### config.mk
export PLATFORM = sky130hd
export DESIGN_NAME = f2int_fsm_flat
export DESIGN_NICKNAME = d
export VERILOG_FILES = /design/src/rtl/f2int_fsm_pkg.sv /design/src/rtl/f2int_fsm_if.sv /design/src/rtl/f2int_fsm_classify.sv /design/src/rtl/f2int_fsm.sv /design/src/flat_wrapper.sv
export SDC_FILE = /design/constraint.sdc
export NUM_CORES = 1
export LEC_CHECK = 0
export CAP_MARGIN = 20
export CORE_ASPECT_RATIO = 1.25
export CORE_MARGIN = 2
export CORE_UTILIZATION = 50
export DETAILED_ROUTE_END_ITERATION = 7
export PLACE_DENSITY = 0.85
export RECOVER_POWER = 25
export SYNTH_ARGS = -nofsm -noshare
export SYNTH_HDL_FRONTEND = slang
export SYNTH_SLANG_ARGS = --single-unit
### constraint.sdc
create_clock -name clk -period 2.68 [get_ports clk]
set_input_delay 0.402 -clock clk [delete_from_list [all_inputs] [get_ports clk]]
set_output_delay 0.402 -clock clk [all_outputs]
set_load 0.1 [all_outputs]
### src/rtl/f2int_fsm_pkg.sv
// Shared types and constants for the float-to-int converter slice.
package f2i_pkg;
   localparam int unsigned      EXP_W   = 8;
   localparam int unsigned      MANT_W  = 23;
   localparam logic [EXP_W-1:0] BIAS    = 8'd127;
   localparam logic [31:0]      INT_MAX = 32'h7FFF_FFFF;
   localparam logic [31:0]      INT_MIN = 32'h8000_0000;

   typedef enum logic [2:0] {IDLE, DECODE, SHIFT, SIGN, DONE} state_e;

   // Classification result; everything except NORM and SMALL skips negation.
   typedef enum logic [2:0] {CLS_NORM, CLS_NAN, CLS_SAT, CLS_MIN, CLS_SMALL} cls_e;
endpackage

### src/rtl/f2int_fsm_if.sv
// Handshake/data bundle between upstream checker, converter and next stage.
interface f2int_fsm_if;
   logic [31:0] num;
   logic        r_i;
   logic [31:0] val;
   logic        ovf;
   logic        nan;
   logic        inexact;
   logic        busy;
   logic        r_o;

   modport master (output num, r_i, input val, ovf, nan, inexact, busy, r_o);
   modport slave  (input num, r_i, output val, ovf, nan, inexact, busy, r_o);
endinterface

### src/rtl/f2int_fsm_classify.sv
// Combinational decode of a latched float into special-case code, shift plan and initial acc.
module f2i_classify
   import f2i_pkg::*;
(
   input  logic              s_i,
   input  logic [EXP_W-1:0]  e_i,
   input  logic [MANT_W-1:0] m_i,
   output cls_e              cls_o,
   output logic              left_o,
   output logic [4:0]        n_o,
   output logic [31:0]       acc_o,
   output logic              inexact_o
);
   logic [EXP_W-1:0] k;
   assign k = e_i - BIAS;

   always_comb begin
      cls_o     = CLS_NORM;
      left_o    = 1'b0;
      n_o       = '0;
      acc_o     = {8'b0, 1'b1, m_i};
      inexact_o = 1'b0;
      if (e_i == '1 && m_i != '0) begin
         cls_o = CLS_NAN;
         acc_o = '0;
      end else if (e_i == '1) begin
         cls_o = CLS_SAT;
         acc_o = s_i ? INT_MIN : INT_MAX;
      end else if (e_i == 8'd158 && m_i == '0 && s_i) begin
         cls_o = CLS_MIN;
         acc_o = INT_MIN;
      end else if (e_i >= 8'd158) begin
         cls_o = CLS_SAT;
         acc_o = s_i ? INT_MIN : INT_MAX;
      end else if (e_i < BIAS) begin
         cls_o     = CLS_SMALL;
         acc_o     = '0;
         inexact_o = (e_i != '0) || (m_i != '0);
      end else if (k >= 8'd23) begin
         left_o = 1'b1;
         n_o    = 5'(k - 8'd23);
      end else begin
         n_o = 5'(8'd23 - k);
      end
   end
endmodule

### src/rtl/f2int_fsm.sv
// Multi-cycle float32 -> int32 converter (truncate toward zero) with a one-bit-per-cycle aligner.
module f2int_fsm
   import f2i_pkg::*;
(
   input logic        clk,
   input logic        rst_n,
   f2int_fsm_if.slave bus
);
   state_e              state_q, state_d;
   logic                s_q, s_d;
   logic [EXP_W-1:0]    e_q, e_d;
   logic [MANT_W-1:0]   m_q, m_d;
   logic [31:0]         acc_q, acc_d;
   logic [4:0]          n_q, n_d;
   logic                left_q, left_d;
   logic                sticky_q, sticky_d;
   logic                noneg_q, noneg_d;
   logic                povf_q, povf_d, pnan_q, pnan_d, pinex_q, pinex_d;
   logic [31:0]         val_q, val_d;
   logic                ovf_q, ovf_d, nan_q, nan_d, inex_q, inex_d;
   logic                busy_q, busy_d, r_o_q, r_o_d;

   cls_e                cls;
   logic                cls_left, cls_inex;
   logic [4:0]          cls_n;
   logic [31:0]         cls_acc;

   f2i_classify u_classify (
      .s_i       (s_q),
      .e_i       (e_q),
      .m_i       (m_q),
      .cls_o     (cls),
      .left_o    (cls_left),
      .n_o       (cls_n),
      .acc_o     (cls_acc),
      .inexact_o (cls_inex)
   );

   always_comb begin
      state_d  = state_q;
      s_d      = s_q;
      e_d      = e_q;
      m_d      = m_q;
      acc_d    = acc_q;
      n_d      = n_q;
      left_d   = left_q;
      sticky_d = sticky_q;
      noneg_d  = noneg_q;
      povf_d   = povf_q;
      pnan_d   = pnan_q;
      pinex_d  = pinex_q;
      val_d    = val_q;
      ovf_d    = ovf_q;
      nan_d    = nan_q;
      inex_d   = inex_q;
      r_o_d    = 1'b0;
      case (state_q)
         IDLE: if (bus.r_i) begin
            s_d      = bus.num[31];
            e_d      = bus.num[30:23];
            m_d      = bus.num[22:0];
            sticky_d = 1'b0;
            state_d  = DECODE;
         end
         DECODE: begin
            acc_d   = cls_acc;
            n_d     = cls_n;
            left_d  = cls_left;
            noneg_d = (cls != CLS_NORM) && (cls != CLS_SMALL);
            povf_d  = (cls == CLS_SAT);
            pnan_d  = (cls == CLS_NAN);
            pinex_d = cls_inex;
            state_d = (cls_n != '0) ? SHIFT : SIGN;
         end
         SHIFT: begin
            if (left_q) begin
               acc_d = acc_q << 1;
            end else begin
               acc_d    = acc_q >> 1;
               sticky_d = sticky_q | acc_q[0];
            end
            n_d = n_q - 5'd1;
            if (n_q == 5'd1) state_d = SIGN;
         end
         SIGN: begin
            val_d   = (s_q && !noneg_q) ? (~acc_q + 32'd1) : acc_q;
            ovf_d   = povf_q;
            nan_d   = pnan_q;
            inex_d  = sticky_q | pinex_q;
            r_o_d   = 1'b1;
            state_d = DONE;
         end
         DONE:    state_d = IDLE;
         default: state_d = IDLE;
      endcase
      busy_d = (state_d != IDLE);
   end

   always_ff @(posedge clk or negedge rst_n) begin
      if (!rst_n) begin
         state_q  <= IDLE;
         s_q      <= 1'b0;
         e_q      <= '0;
         m_q      <= '0;
         acc_q    <= '0;
         n_q      <= '0;
         left_q   <= 1'b0;
         sticky_q <= 1'b0;
         noneg_q  <= 1'b0;
         povf_q   <= 1'b0;
         pnan_q   <= 1'b0;
         pinex_q  <= 1'b0;
         val_q    <= '0;
         ovf_q    <= 1'b0;
         nan_q    <= 1'b0;
         inex_q   <= 1'b0;
         busy_q   <= 1'b0;
         r_o_q    <= 1'b0;
      end else begin
         state_q  <= state_d;
         s_q      <= s_d;
         e_q      <= e_d;
         m_q      <= m_d;
         acc_q    <= acc_d;
         n_q      <= n_d;
         left_q   <= left_d;
         sticky_q <= sticky_d;
         noneg_q  <= noneg_d;
         povf_q   <= povf_d;
         pnan_q   <= pnan_d;
         pinex_q  <= pinex_d;
         val_q    <= val_d;
         ovf_q    <= ovf_d;
         nan_q    <= nan_d;
         inex_q   <= inex_d;
         busy_q   <= busy_d;
         r_o_q    <= r_o_d;
      end
   end

   assign bus.val     = val_q;
   assign bus.ovf     = ovf_q;
   assign bus.nan     = nan_q;
   assign bus.inexact = inex_q;
   assign bus.busy    = busy_q;
   assign bus.r_o     = r_o_q;
endmodule

### src/flat_wrapper.sv
// flat-port wrapper written by rule: the top's interface ports become plain ports
module f2int_fsm_flat import f2i_pkg::*;
  (clk, rst_n, bus_num, bus_r_i, bus_val, bus_ovf, bus_nan, bus_inexact, bus_busy, bus_r_o);
  f2int_fsm_if bus_i ();
  input logic clk;
  input logic rst_n;
  input wire logic [$bits(bus_i.num)-1:0] bus_num;
  input wire logic [$bits(bus_i.r_i)-1:0] bus_r_i;
  output wire logic [$bits(bus_i.val)-1:0] bus_val;
  output wire logic [$bits(bus_i.ovf)-1:0] bus_ovf;
  output wire logic [$bits(bus_i.nan)-1:0] bus_nan;
  output wire logic [$bits(bus_i.inexact)-1:0] bus_inexact;
  output wire logic [$bits(bus_i.busy)-1:0] bus_busy;
  output wire logic [$bits(bus_i.r_o)-1:0] bus_r_o;
  assign bus_i.num = bus_num;
  assign bus_i.r_i = bus_r_i;
  assign bus_val = bus_i.val;
  assign bus_ovf = bus_i.ovf;
  assign bus_nan = bus_i.nan;
  assign bus_inexact = bus_i.inexact;
  assign bus_busy = bus_i.busy;
  assign bus_r_o = bus_i.r_o;
  f2int_fsm u_core (.clk(clk), .rst_n(rst_n), .bus(bus_i));
endmodule
==> results of run 1 <==
[logic make-up (layout without fill, tap and decap cells)]
logic type | after synthesis | count (layout) | synth area share, %
xor+xnor | 37 | 37 | 5.32
fa+ha+maj | 6 | 6 | 1.23
compound gates | 188 | 188 | 17.9
simple gates | 173 | 173 | 15.0
flops | 115 | 115 | 47.2
buf+inv | 54 | 137 | 3.33
mux | 54 | 54 | 9.96
[final cells by class]
cell class	count	area, µm²
Tap cell	164	205
Fill cell	968	4510
Clock buffer	26	489
Inverter	18	67.6
Clock inverter	5	75.1
Multi-Input combinational cell	458	3020
Timing Repair Buffer	88	753
Sequential cell	115	2880
[state kept, by name, indices dropped and copies added (netlist names), 3 cells and up]
| register | flops |
|---|---|
| u_core.bus.val | 32 |
| u_core.n_q | 5 |
| u_core.e_q | 8 |
| u_core.m_q | 23 |
| u_core.acc_q | 32 |
| u_core.state_q | 3 |
[Yosys cell counts (2+ instances only)]
cell      instances
xnor2_1          18
inv_1            17
nand4_1           2
or3_1             3
nand2b_1          6
nor3b_1           2
o21ai_1           2
nor4_1            9
a22oi_1           3
clkbuf_1         35
nor2b_1           3
o21ai_0          98
o221ai_1          2
mux2_2           53
nor4b_1           2
and2_1            4
o41ai_1           2
nand3b_1         24
a21o_1            3
o31ai_1           5
nand3_1           9
o22ai_1           2
dfrtp_1         115
a221o_1           7
a31oi_1           4
and3_1            2
or3_4             3
nor2_1           28
a21oi_1          48
ha_1              6
o211ai_1          2
nand2_1          62
xor2_1           19
nor3_1            9
[layer usage]
metal	part of all wire, %	routed length [µm]
met3	5.9	862
met5	0	0
met4	2.1	312
met1	42	6220
met2	50	7250
[worst min-delay path: stages, from the launching register on]
cell     delay [ns]
dfrtp_1        0.34
nand2_1        0.05
o21ai_0        0.06
[worst max path at each step]
stage | startpoint | cells after the start | slack (ns) | end
global placement | u_core.acc_q[12] | 7 | 0.41 | u_core.bus.val[30]
CTS | u_core.acc_q[12] | 7 | 0.33 | u_core.bus.val[26]
global route | rst_n | 3 | 0.05 | u_core.m_q[15]
floorplan | u_core.acc_q[12] | 6 | 0.50 | u_core.bus.val[22]
detailed placement | u_core.acc_q[12] | 7 | 0.35 | u_core.bus.val[26]
finish | u_core.e_q[0] | 8 | 0.25 | u_core.n_q[2]
[timing repair]
item / in CTS / in global routing
hold buffers: 1 / 0
resized for setup: 0 / 0
setup buffers: 0 / 0
endpoints found under the hold margin: 41 / 0
[through the flow]
stage / instance area [µm²] / setup WS, ns / util (%) / cells / hold slack, ns
after floorplan: 6090 / 0.500 / - / 627 / 0.106
after global routing: 7490 / 0.0543 / 62.4 / 874 / 0.498
final: 7490 / 0.252 / 62.4 / 874 / 0.478
after CTS: 7500 / 0.331 / 62.6 / 874 / 0.478
after detailed placement: 6930 / 0.353 / 57.8 / 842 / 0.418
after global placement: 6930 / 0.405 / 57.8 / 842 / 0.410
==> flow_summary.ini, run 1 <==
[hold_path]
hold_path_end = u_core.bus.val[10]
min_from = u_core.bus.val[10]
holdPathStages = 2
hold_class = register to register

[clock_tree]
clkSinkCount = 115
cts_root_buf = clkbuf_16
htree_levels = 4
clockBufferDepth = 2
tritoncts = yes
cts_made_buffers = 17
cts.clk_slew.worst_paths_ns = 0.05
insertion_delay_ns = 0.42

[synthesis]
synth_edf_count = 0
netlist_area_um2 = 6090
syn-num-nets = 668
yosys-top-cells-area = dfrtp_1 47%, mux2_2 9.8%, o21ai_0 8.1%
yosysTopAreaCell = dfrtp_1
yosysSeqAreaShare_pct = 47.2
synth_cell_type_count = 52
ys_ff_latch = 115
synth_cells = 627
synth-main-ff-cell = dfrtp_1
synthArstFlopShare_pct = 100
avgSynthCellArea_um2 = 9.71
yosys.area.top_type_share_pct = 47.2
ys.warnings.count = 0

[grt]
antenna_found_initial = 0
grt-ovfl-total = 0
grt_pass1_vias = 5114
grt_pass1_wl_um = 24700
grtUsageTotal_pct = 23.7
use_met3_pct = 4.92
use_met1_pct = 30.8
grt_max_degree = 45
use_met2_pct = 37.7
grt_most_used_layer = met2

[detailed_routing]
avgRoutedWirePerCell_um = 16.8
dr.pass1.iters = 5
vias = 5138
post-route-drc-count = 0
postRouteAntennaNets = 0
wl_um = 14700
drt-initial-drc-count = 559
routed_via_density = 5.88

[setup_path]
rr_startpoint = u_core.e_q[0]
slowest_stage = dfrtp_1
cp_top_family = compound AO/OA/AOI/OAI gates
startpoint_type = register
critPathArrivalTime_ns = 2.70
regToRegEndpoint = u_core.n_q[2]
crit_fanout = 8
reg2reg_slack_ns = 0.25
end_kind = register
r2r_cells = 8
cp_data_required_time_ns = 2.95
cp_num_buf_inv = 1
cp_slowest_stage_delay_ns = 0.48
path_cells = inv_1 > ha_1 > nand3b_1 > o2111ai_1 > o21ai_0 > a21oi_1 > xnor2_1 > o221ai_1
crit_type = register to register

[placement]
gp_congestion = 0.814
hpwl_um = 10000
io_buffers = 71

[layout]
most-common-layout-cells = 115 x dfrtp_1, 98 x o21ai_0, 61 x nand2_1
drive_gt1_share_pct = 19.9
areaGrowthSynthToFinish_pct = 22.9
fin_nets = 739
diodes = 0
final_common_cell = dfrtp_1

[flow_run]
max_cap_viol_count = 0

[sta]
setup_viol_count_final = 0
drv_slew = 0
slew_headroom_pct = 32.8
fin_skew_ns = 0.00823
post-route-period-util_pct = 90.6
rsz0062_at_grt = no
tightest_slew_ns = 1.01
finalSetupTns_ns = 0
min_period_ns = 2.43
hold_violations = 0
timing.fmax_mhz = 412

[die]
die_x_um = 103
fp-row-count = 45
core-area_um2 = 12000
die_h_um = 127
ioPinCount = 72
initial_core_util_pct = 50.8
die_area_um2 = 13100

[status]
status = finished, final reports clean
Power of run 1 is not shown: default switching activity piles up to over one toggle a cycle in this logic, so the estimate is an artifact.
==> inputs of run 2 (changes only) <==
--- a/config.mk
+++ b/config.mk
@@ -7,10 +7,9 @@
 export LEC_CHECK = 0
 export CAP_MARGIN = 20
 export CORE_ASPECT_RATIO = 1.25
-export CORE_MARGIN = 2
 export CORE_UTILIZATION = 50
 export DETAILED_ROUTE_END_ITERATION = 7
-export PLACE_DENSITY = 0.85
+export PLACE_DENSITY = 0.74
 export RECOVER_POWER = 25
 export SYNTH_ARGS = -nofsm -noshare
 export SYNTH_HDL_FRONTEND = slang
==> run 2 against run 1 <==
Against the previous run:
- sequential share of layout area down 0.30 points
- hold slack worse by 0.25 ns
- worst setup slack better by 0.021 ns
- via count down 1.6%
- first-iteration DRC count down 14%
- final cell count down 0.34%
- final area up 0.79%
- maximum frequency up 0.87%
- global-route usage down 0.48 points
- clock skew up 0.0015 ns
- largest cell class unchanged
==> flow_summary.ini, run 2 (synthesized netlist as in run 1, its figures left out) <==
[status]
status = finished, final reports clean

[die]
ioPinCount = 72
initial_core_util_pct = 51.9
die_h_um = 125
core-area_um2 = 11700
die_area_um2 = 12600
die_x_um = 101
fp-row-count = 44

[layout]
fin_nets = 738
fill_cells = 948
drive_gt1_share_pct = 20.7
areaGrowthSynthToFinish_pct = 23.9
final_common_cell = dfrtp_1
diodes = 0
most-common-layout-cells = 115 x dfrtp_1, 98 x o21ai_0, 61 x nand2_1

[detailed_routing]
post-route-drc-count = 0
dr.pass1.iters = 5
drt-initial-drc-count = 480
routed_via_density = 5.81
avgRoutedWirePerCell_um = 15.8
vias = 5057
postRouteAntennaNets = 0
wl_um = 13800

[sta]
drv_slew = 0
post-route-period-util_pct = 89.8
rsz0062_at_grt = no
fin_skew_ns = 0.00977
timing.fmax_mhz = 415
finalSetupTns_ns = 0
setup_viol_count_final = 0
hold_violations = 0
tightest_slew_ns = 1.19
min_period_ns = 2.41
slew_headroom_pct = 20.6

[grt]
grt_pass1_vias = 4746
grt_pass1_wl_um = 23100
antenna_found_initial = 0
grt_max_degree = 47
grtUsageTotal_pct = 23.2
grt-ovfl-total = 0

[clock_tree]
tritoncts = yes
clkSinkCount = 115
cts_hold_buf = 0
cts_root_buf = clkbuf_16
htree_levels = 4
cts_made_buffers = 17
post_cts.repair.setup_buffers = 0
insertion_delay_ns = 0.42
clockBufferDepth = 2
cts.clk_slew.worst_paths_ns = 0.05
ctsResizeCount = 0

[setup_path]
critPathArrivalTime_ns = 2.69
end_kind = register
crit_fanout = 6
startpoint_type = register
crit_type = register to register
cp_data_required_time_ns = 2.96

[hold_path]
hold_class = primary input to async pin

[placement]
gp_congestion = 0.848
io_buffers = 71
hpwl_um = 9500

[flow_run]
max_cap_viol_count = 0
## run 2: cell type report
type                            count  area [µm²]  area share [%]
Clock inverter                     10         153            2.02
Inverter                           18        67.6           0.895
Timing Repair Buffer               87         743            9.85
Sequential cell                   115        2880            38.1
Multi-Input combinational cell    458        3020            40.0
Clock buffer                       22         484            6.42
Tap cell                          161         201            2.67
## run 2: stage by stage
stage	utilization, %	worst slack [ns]	instance area (µm²)	hold slack [ns]	instances
finish	64.4	0.273	7550	0.232	871
detailed placement	59.1	0.344	6930	0.460	839
CTS	64.5	0.331	7560	0.0283	871
global route	64.4	0.0435	7550	0.323	871
global placement	59.1	0.365	6930	0.454	839
floorplan	-	0.500	6090	0.106	627
## run 2: per-layer routing
metal / track usage, % / wire, µm / up-vias
met2: 35.8 / 6580 / 183
li1: - / - / 2394
met1: 32.8 / 6170 / 2458
met5: 0 / 0 / -
met3: 4.47 / 781 / 22
met4: 7.76 / 244 / 0
## run 2: critical path: stages (launching register included)
cell	delay (ns)
dfrtp_1	0.44
or3_4	0.43
or3_4	0.42
nor4_1	0.44
buf_4	0.22
a31oi_1	0.10
xnor2_1	0.15
o21ai_0	0.08
## run 2: worst paths after layout
check,slack [ns],from,cells after the start,to
max,0.27,u_core.acc_q[12],7,u_core.bus.val[30]
min,0.23,rst_n,1,u_core.m_q[16]
max reg2reg,0.27,u_core.acc_q[12],7,u_core.bus.val[30]
min reg2reg,0.47,u_core.bus.nan,2,u_core.bus.nan
max in group asynchronous,1.03,rst_n,2,u_core.bus.val[24]
min in group clk,0.47,u_core.bus.nan,2,u_core.bus.nan
Power of run 2 is left out for the same reason.
